`src/rtl/fifo_lvl_pkg.sv`:
```
// Shared definitions for the level-tracking UART FIFO: read-mode constants and
// the helper that sizes the occupancy counter.
package fifo_lvl_pkg;

    localparam bit ModeFwft = 1'b1;
    localparam bit ModeReg  = 1'b0;

    // Occupancy runs 0..size inclusive, so it needs one more code than size.
    function automatic int unsigned cnt_width(input int unsigned size);
        return $clog2(size + 1);
    endfunction

endpackage

```
`src/rtl/fifo_lvl_ram.sv`:
```
// FIFO storage: WORD x SIZE array, synchronous write, asynchronous read.
module fifo_lvl_ram #(
    parameter int unsigned WORD  = 8,
    parameter int unsigned SIZE  = 16,
    parameter int unsigned ADDRW = $clog2(SIZE)
) (
    input  logic             clk_i,
    input  logic             we_i,
    input  logic [ADDRW-1:0] waddr_i,
    input  logic [WORD-1:0]  wdata_i,
    input  logic [ADDRW-1:0] raddr_i,
    output logic [WORD-1:0]  rdata_o
);

    logic [WORD-1:0] mem [SIZE];

    always_ff @(posedge clk_i) begin
        if (we_i) begin
            mem[waddr_i] <= wdata_i;
        end
    end

    assign rdata_o = mem[raddr_i];

endmodule

```
`src/rtl/fifo_lvl.sv`:
```
// Synchronous FIFO of arbitrary depth with occupancy count, threshold flags,
// sticky error flags, flush, and selectable FWFT or registered read.
module fifo_lvl
    import fifo_lvl_pkg::*;
#(
    parameter int unsigned WORD     = 8,
    parameter int unsigned SIZE     = 16,
    parameter int unsigned AF_LEVEL = SIZE - 2,
    parameter int unsigned AE_LEVEL = 2,
    parameter bit          FWFT     = ModeFwft
) (
    input  logic                       clk_i,
    input  logic                       rst_i,
    input  logic                       clr_i,
    input  logic                       wr_i,
    input  logic [WORD-1:0]            wr_data_i,
    input  logic                       rd_i,
    output logic [WORD-1:0]            rd_data_o,
    output logic                       rd_valid_o,
    output logic                       full_o,
    output logic                       empty_o,
    output logic                       almost_full_o,
    output logic                       almost_empty_o,
    output logic [cnt_width(SIZE)-1:0] count_o,
    output logic                       overflow_o,
    output logic                       underflow_o
);

    localparam int unsigned CntW = cnt_width(SIZE);
    localparam int unsigned PtrW = $clog2(SIZE);

    logic [CntW-1:0] count_q, count_d;
    logic [PtrW-1:0] wr_ptr_q, wr_ptr_d, rd_ptr_q, rd_ptr_d;
    logic            full_q, full_d, empty_q, empty_d;
    logic            af_q, af_d, ae_q, ae_d;
    logic            ovf_q, ovf_d, unf_q, unf_d;
    logic            rd_acc, wr_acc;
    logic [WORD-1:0] ram_rdata;

    assign rd_acc = rd_i & ~empty_q;
    // A write into a full FIFO fits only because the same-cycle read frees a slot.
    assign wr_acc = wr_i & (~full_q | rd_acc);

    always_comb begin
        count_d  = count_q;
        wr_ptr_d = wr_ptr_q;
        rd_ptr_d = rd_ptr_q;
        if (wr_acc && !rd_acc) begin
            count_d = count_q + 1'b1;
        end else if (rd_acc && !wr_acc) begin
            count_d = count_q - 1'b1;
        end
        if (wr_acc) begin
            wr_ptr_d = (wr_ptr_q == PtrW'(SIZE - 1)) ? '0 : wr_ptr_q + 1'b1;
        end
        if (rd_acc) begin
            rd_ptr_d = (rd_ptr_q == PtrW'(SIZE - 1)) ? '0 : rd_ptr_q + 1'b1;
        end
        full_d  = (count_d == CntW'(SIZE));
        empty_d = (count_d == '0);
        af_d    = (count_d >= CntW'(AF_LEVEL));
        ae_d    = (count_d <= CntW'(AE_LEVEL));
        ovf_d   = ovf_q | (wr_i & ~wr_acc);
        unf_d   = unf_q | (rd_i & ~rd_acc);
    end

    always_ff @(posedge clk_i) begin
        if (rst_i || clr_i) begin
            count_q  <= '0;
            wr_ptr_q <= '0;
            rd_ptr_q <= '0;
            full_q   <= 1'b0;
            empty_q  <= 1'b1;
            af_q     <= (AF_LEVEL == 0);
            ae_q     <= 1'b1;
            ovf_q    <= 1'b0;
            unf_q    <= 1'b0;
        end else begin
            count_q  <= count_d;
            wr_ptr_q <= wr_ptr_d;
            rd_ptr_q <= rd_ptr_d;
            full_q   <= full_d;
            empty_q  <= empty_d;
            af_q     <= af_d;
            ae_q     <= ae_d;
            ovf_q    <= ovf_d;
            unf_q    <= unf_d;
        end
    end

    // Read-before-write: the async read sees the old word at the shared address.
    fifo_lvl_ram #(
        .WORD (WORD),
        .SIZE (SIZE),
        .ADDRW(PtrW)
    ) u_ram (
        .clk_i  (clk_i),
        .we_i   (wr_acc),
        .waddr_i(wr_ptr_q),
        .wdata_i(wr_data_i),
        .raddr_i(rd_ptr_q),
        .rdata_o(ram_rdata)
    );

    if (FWFT == ModeFwft) begin : g_fwft
        assign rd_data_o  = ram_rdata;
        assign rd_valid_o = ~empty_q;
    end else begin : g_reg
        logic [WORD-1:0] rdata_q;
        logic            rvalid_q;

        always_ff @(posedge clk_i) begin
            if (rst_i || clr_i) begin
                rdata_q  <= '0;
                rvalid_q <= 1'b0;
            end else begin
                rvalid_q <= rd_acc;
                if (rd_acc) begin
                    rdata_q <= ram_rdata;
                end
            end
        end

        assign rd_data_o  = rdata_q;
        assign rd_valid_o = rvalid_q;
    end

    assign count_o        = count_q;
    assign full_o         = full_q;
    assign empty_o        = empty_q;
    assign almost_full_o  = af_q;
    assign almost_empty_o = ae_q;
    assign overflow_o     = ovf_q;
    assign underflow_o    = unf_q;

endmodule

```
`config.mk`:
```
export PLATFORM = sky130hd
export DESIGN_NAME = fifo_lvl
export DESIGN_NICKNAME = d
export VERILOG_FILES = /design/src/rtl/fifo_lvl_pkg.sv /design/src/rtl/fifo_lvl_ram.sv /design/src/rtl/fifo_lvl.sv
export SDC_FILE = /design/constraint.sdc
export NUM_CORES = 1
export LEC_CHECK = 0
export CORE_UTILIZATION = 45
export DETAILED_ROUTE_END_ITERATION = 6
export PLACE_DENSITY = 0.66
export SLEW_MARGIN = 30
export SYNTH_ARGS = -nofsm -noshare
export SYNTH_HDL_FRONTEND = slang
export SYNTH_SLANG_ARGS = --single-unit
```
`constraint.sdc`:
```
create_clock -name clk_i -period 2.85 [get_ports clk_i]
set_input_delay 0.855 -clock clk_i [delete_from_list [all_inputs] [get_ports clk_i]]
set_output_delay 0.855 -clock clk_i [all_outputs]
set_load 0.03 [all_outputs]
```
Word level (Yosys, flattened, before mapping)
Memory sizes are Yosys's and may differ from the RTL's. A register that Yosys moved wholly into a read port is not among the register bits.
Cells that the tools add are included.
{ "classes": {"muxes": 8, "bitwise_logic": 11, "n_lt_le_gt_ge": 2, "eq_ne": 3, "addsub": 4, "n_reduce_logical": 6} }
{ "ops": {"columns": ["op", "count"], "rows": [
  ["$mux W4", 4],
  ["$mux W5", 2],
  ["$add A4 B1 Y4 const B", 2],
  ["$eq A4 B4 Y1 const B", 2],
  ["$add A5 B1 Y5 const B", 1],
  ["$eq A5 B5 Y1 const B", 1],
  ["$ge A5 B4 Y1 const B", 1],
  ["$le A5 B2 Y1 const B", 1],
  ["$logic_not A5 Y1", 1],
  ["$sub A5 B1 Y5 const B", 1],
  ["$and A1 B1 Y1", 4],
  ["$not A1 Y1", 4],
  ["$or A1 B1 Y1", 3],
  ["$logic_and A1 B1 Y1", 2],
  ["$logic_not A1 Y1", 2],
  ["$mux W1", 2],
  ["$logic_or A1 B1 Y1", 1]
]} }
{ "word_totals": {"elab_cells": 44, "ramBits": 128, "ff_bits": 19, "inputBits": 13, "output_inout_bits": 20, "mem_count": 1} }
{ "mem_list": {"columns": ["name", "words", "word_bits", "rd", "rd_clocked_by_memory_dff", "write_ports", "line_no", "text"], "rows": [
  ["u_ram.mem", 16, 8, 1, 1, 1, "fifo_lvl_ram.sv:15", "logic [WORD-1:0] mem [SIZE];"]
]} }

Depth between registers and ports, before layout
{ "depth": {"word_depth": 9, "mapped_depth": 7, "ltp_nobuf": 7} }

Hierarchy
From an unflattened synthesis, not the netlist that was laid out.
{ "hier_totals": {"cells_unflattened": 332, "hier_area_um2": 5950.7} }
{ "by_module_without_submodules": {"columns": ["mod", "cells_each", "instances", "seq_area_each_um2", "area_each_um2"], "rows": [
  ["fifo_lvl_ram", 221, 1, 3843.7, 4987.3],
  ["fifo_lvl", 111, 1, 380.4, 963.4]
]} }

Least setup slack after synthesis
No wires, ideal clock.
{ "synth_timing": {"kind": "register to output", "startpoint": "register (tool-made name)", "endpoint": "output rd_data_o[0]", "n_path_buf": 2, "required_time_ns": 1.995, "stages_incl_launch_ff": 5, "arrival_time_ns": 1.668, "path_slack_ns": 0.327, "cell_sequence": "dfxtp_1 buf_6 buf_8 mux4_1 mux4_2"} }
{ "synth_lines": {"columns": ["element", "line_no", "text"], "rows": [
  ["end, declared", "fifo_lvl.sv:18", "output logic [WORD-1:0] rd_data_o,"]
]} }

==> summary.md <==
| Metric | Value |
|---|---|
| CP top delay family | multiplexers |
| CTS root buffer | clkbuf_16 |
| Arrival @ worst endpoint | 2.29 ns |
| Commonest non-fill, non-tap cell in the layout | edfxtp_1 |
| CP Depth | 5 |
| Synthesized flop and latch total | 151 |
| Largest family of logic cells by synthesized area | multiplexers |
| Commonest non-fill, non-tap cells in the layout | 128 x edfxtp_1, 38 x mux4_2, 33 x buf_4, 28 x nor2_1, 24 x clkdlybuf4s50_1 |
| H-tree levels | 4 |
| Fin worst setup slack | -0.290 ns |
| Clk slew on worst S/H paths | 0.06 ns |
| Status | finished, violations left |
| M3 GR Usage | 0.0509 |
| Cell Chain, Critical Path | buf_12 > buf_12 > mux4_2 > mux4_2 > buf_6 |
| Starting Density | 0.459 |
| Routed vias/inst | 5.47 |
| Post-synthesis mux area share | 0.165 |
| CP max stage cell | mux4_2 |
| Syn_nets | 335 |
| Largest net degree at the start of global routing | 27 |
| Input/output buffers | 32 |
| Die Y-Extent | 118 um |
| Crit path capture type | output port |
| Worst Hold Class | reg2reg |
| Fin. max-slew vios | 0 |
| Tcrit/Tclk final | 1.10 |
| Clk_lat worst skew | 0.42 ns |
| Xor and xnor area share after synthesis | 0.00578 |
| Slew margin rel. | 0.645 |
| Min Tclk post-route | 3.14 ns |
| TNS Setup | -1.80 ns |
| Startpoint Class | register |
| Leakage power | 2.44 nW |
| Final ANT Viol Nets | 0 |
| Synthesis-to-finish area growth | 21.8% |
| Die width | 118 um |
| Hold path depth | 2 |
| Reg2Reg Setup Slack | 0.98 ns |
| Final setup fails | 8 |
| Die ar. | 13900 um^2 |
| Tot Pwr | 4.59 mW |
| Netlist Area Pre-Place | 6060 um^2 |
| Remaining global-route overflow | 0 |
| Failing checks | setup timing |
| Avg Inst Size Synth | 19.2 um^2 |
| Nets | 415 |
| # clock sinks | 151 |
| Met1 GRT Util | 0.271 |
| Origin of the worst min-delay path | underflow_o |
| Core area | 13200 um^2 |
| Placed Instances | 543 |
| Ports | 33 |
| DRC | 0 |
| Antenna violations before repair | 0 |
| Post-Synth Simple-Gate Area | 0.0570 |
| Layout Skew | 0.00376 ns |
| Kind of critical path | reg2out |
| Final wirelength | 12500 um |
| FP Rows | 42 |
| Router iterations before antenna repair | 4 |
| CTS max path bufs | 2 |
| HPWL Detailed | 7700 um |
| RSZ-0062 raised after global routing | true |
| Number of buffers created by CTS | 17 |
| Power per cell area | 621 nW/um^2 |
| Overall Global Routing Usage | 0.198 |
| Buffer and inverter count on the worst path | 3 |
| # Max-Cap Violations | 0 |
| Post-CTS Hold Buffers | 0 |
| Mapped Cells | 315 |
| Synth top area share | 0.634 |
| Yosys top cell by area | edfxtp_1 |
| GRT Max-Usage Layer | met2 |
| Max IR drop VDD | 313 uV |
| Worst endpoint required time | 2.00 ns |
| Worst slew pin tran | 0.530 ns |
| Reg2Reg Depth | 7 |
| First-pass GRT wire length | 19700 um |
| CTS tree | done |
| FILL cells | 1029 |
| Antenna cells | 0 |
| CP Max Fanout | 8 |
| Vias after detailed routing | 3193 |
| Worst r2r src | count_o[0] |
| FF-to-FF End | full_o |
| Routed length per instance | 21.4 um |
| Complex-gate fraction of the synthesized area | 0.0283 |
| Met2 Track Usage GR | 0.309 |
| Hold worst-path end | underflow_o |
| Vias in the first global route | 3381 |
| Placer Congestion | 0.812 |
| Share of cells above drive strength 1 | 0.289 |
| Initial DRC Count | 322 |
| Sequential-to-total area share from yosys stat | 0.710 |
| Finished Layout Cells | 584 |
| Synth warn | 0 |
| Worst path max stage delay | 0.53 ns |
| Fmax | 318 MHz |
| Largest cells by area after synthesis | edfxtp_1 63%, mux4_1 10%, dfxtp_1 7.6% |
| Cell variety after synth | 43 |
| Fin. Hold Viols | 0 |
| Post-synthesis adder-cell area fraction | 0.0145 |
metal layers:
metal | share of wire | up-vias
li1 | - | 1423
met1 | 0.43 | 1635
met2 | 0.49 | 123
met3 | 0.070 | 12
met4 | 0.0098 | 0
met5 | 0 | -
power by group:
part	internal [mW]	switching [mW]
registers	2.41	0.00992
logic	0.0912	0.111
clock network	1.18	0.786
total	3.68	0.907
worst max path at each step:
stage	endpoint	slack (ns)
2_1_floorplan	rd_data_o[0]	0.33
3_3_place_gp	rd_data_o[6]	-0.20
3_5_place_dp	rd_data_o[2]	-0.22
4_1_cts	rd_data_o[7]	-0.31
5_1_grt	rd_data_o[7]	-0.34
6_report	rd_data_o[7]	-0.29
through the flow:
stage          hold WS, ns  cell area (um^2)   util  worst slack [ns]
2_1_floorplan        0.472              6060      -             0.327
6_report             0.477              7380  0.560            -0.290
3_5_place_dp         0.466              6780  0.514            -0.216
3_3_place_gp         0.459              6780  0.514            -0.199
4_1_cts              0.484              7360  0.558            -0.312
5_1_grt              0.528              7380  0.560            -0.336
area by class of cell:
cell class	instances	area (um^2)	area share
clock buffers	27	494	0.0669
inverters	5	18.8	0.00254
flip-flops and latches	151	4310	0.583
repair buffers	74	759	0.103
multi-input cells	146	1560	0.211
well taps	176	220	0.0298
clock inverters	5	23.8	0.00322
cell families after synthesis:
logic type                 count (synthesis)
DFF                                      151
muxes                                     41
adders and majority gates                  7
buffers and inverters                     18
AOI/OAI and AO/OA                         25
xor gates and xnor gates                   4
and+or+nand+nor                           69
synth_stat cells:
master    count
and4bb_1      1
xor2_1        2
mux4_1       24
or3b_1        1
a31oi_1       3
clkbuf_1      2
mux4_2       16
mux2_2        1
nor2_1       28
or4_1         1
nor3_1        9
nor3b_1       2
nor3_2        1
and2b_1       1
buf_6         1
o31ai_1       1
nor2b_1       1
buf_8         2
and4_1        1
or2_2         1
edfxtp_1    128
a31o_1        1
a221oi_1      1
nor4_2        1
or3_1         1
a21oi_1      10
a21boi_4      1
o21ai_0       3
buf_1         6
and2_1        3
nand3_1       1
ha_1          7
a211oi_2      1
a311oi_1      1
nand2b_1      4
buf_12        1
inv_1         5
o21a_1        2
xnor2_1       2
dfxtp_1      23
o21bai_1      1
nand2_1      12
buf_2         1
flip-flops by register name (all words and copies together) (netlist names), named ones only:
register        cells
u_ram.mem         128
count_o             5
rd_ptr_q            4
wr_ptr_q            4
almost_empty_o      1
almost_full_o       1
empty_o             1
full_o              1
overflow_o          1
underflow_o         1
worst reg2reg max path, stage by stage (launching register included):
cell and delay [ns]:
dfxtp_1 0.45, inv_1 0.11, ha_1 0.21, and4bb_1 0.21
nor3b_1 0.16, o21a_1 0.20, nor3_2 0.24, nor3b_1 0.20
what timing repair did:
item,4_1_cts,5_1_grt
gates cloned,2,0
gates resized for setup,60,10
buffers inserted,3,4
setup endpoints to repair,8,8
endpoints found under the hold margin,0,0
Power figures use the tool's default switching activity.
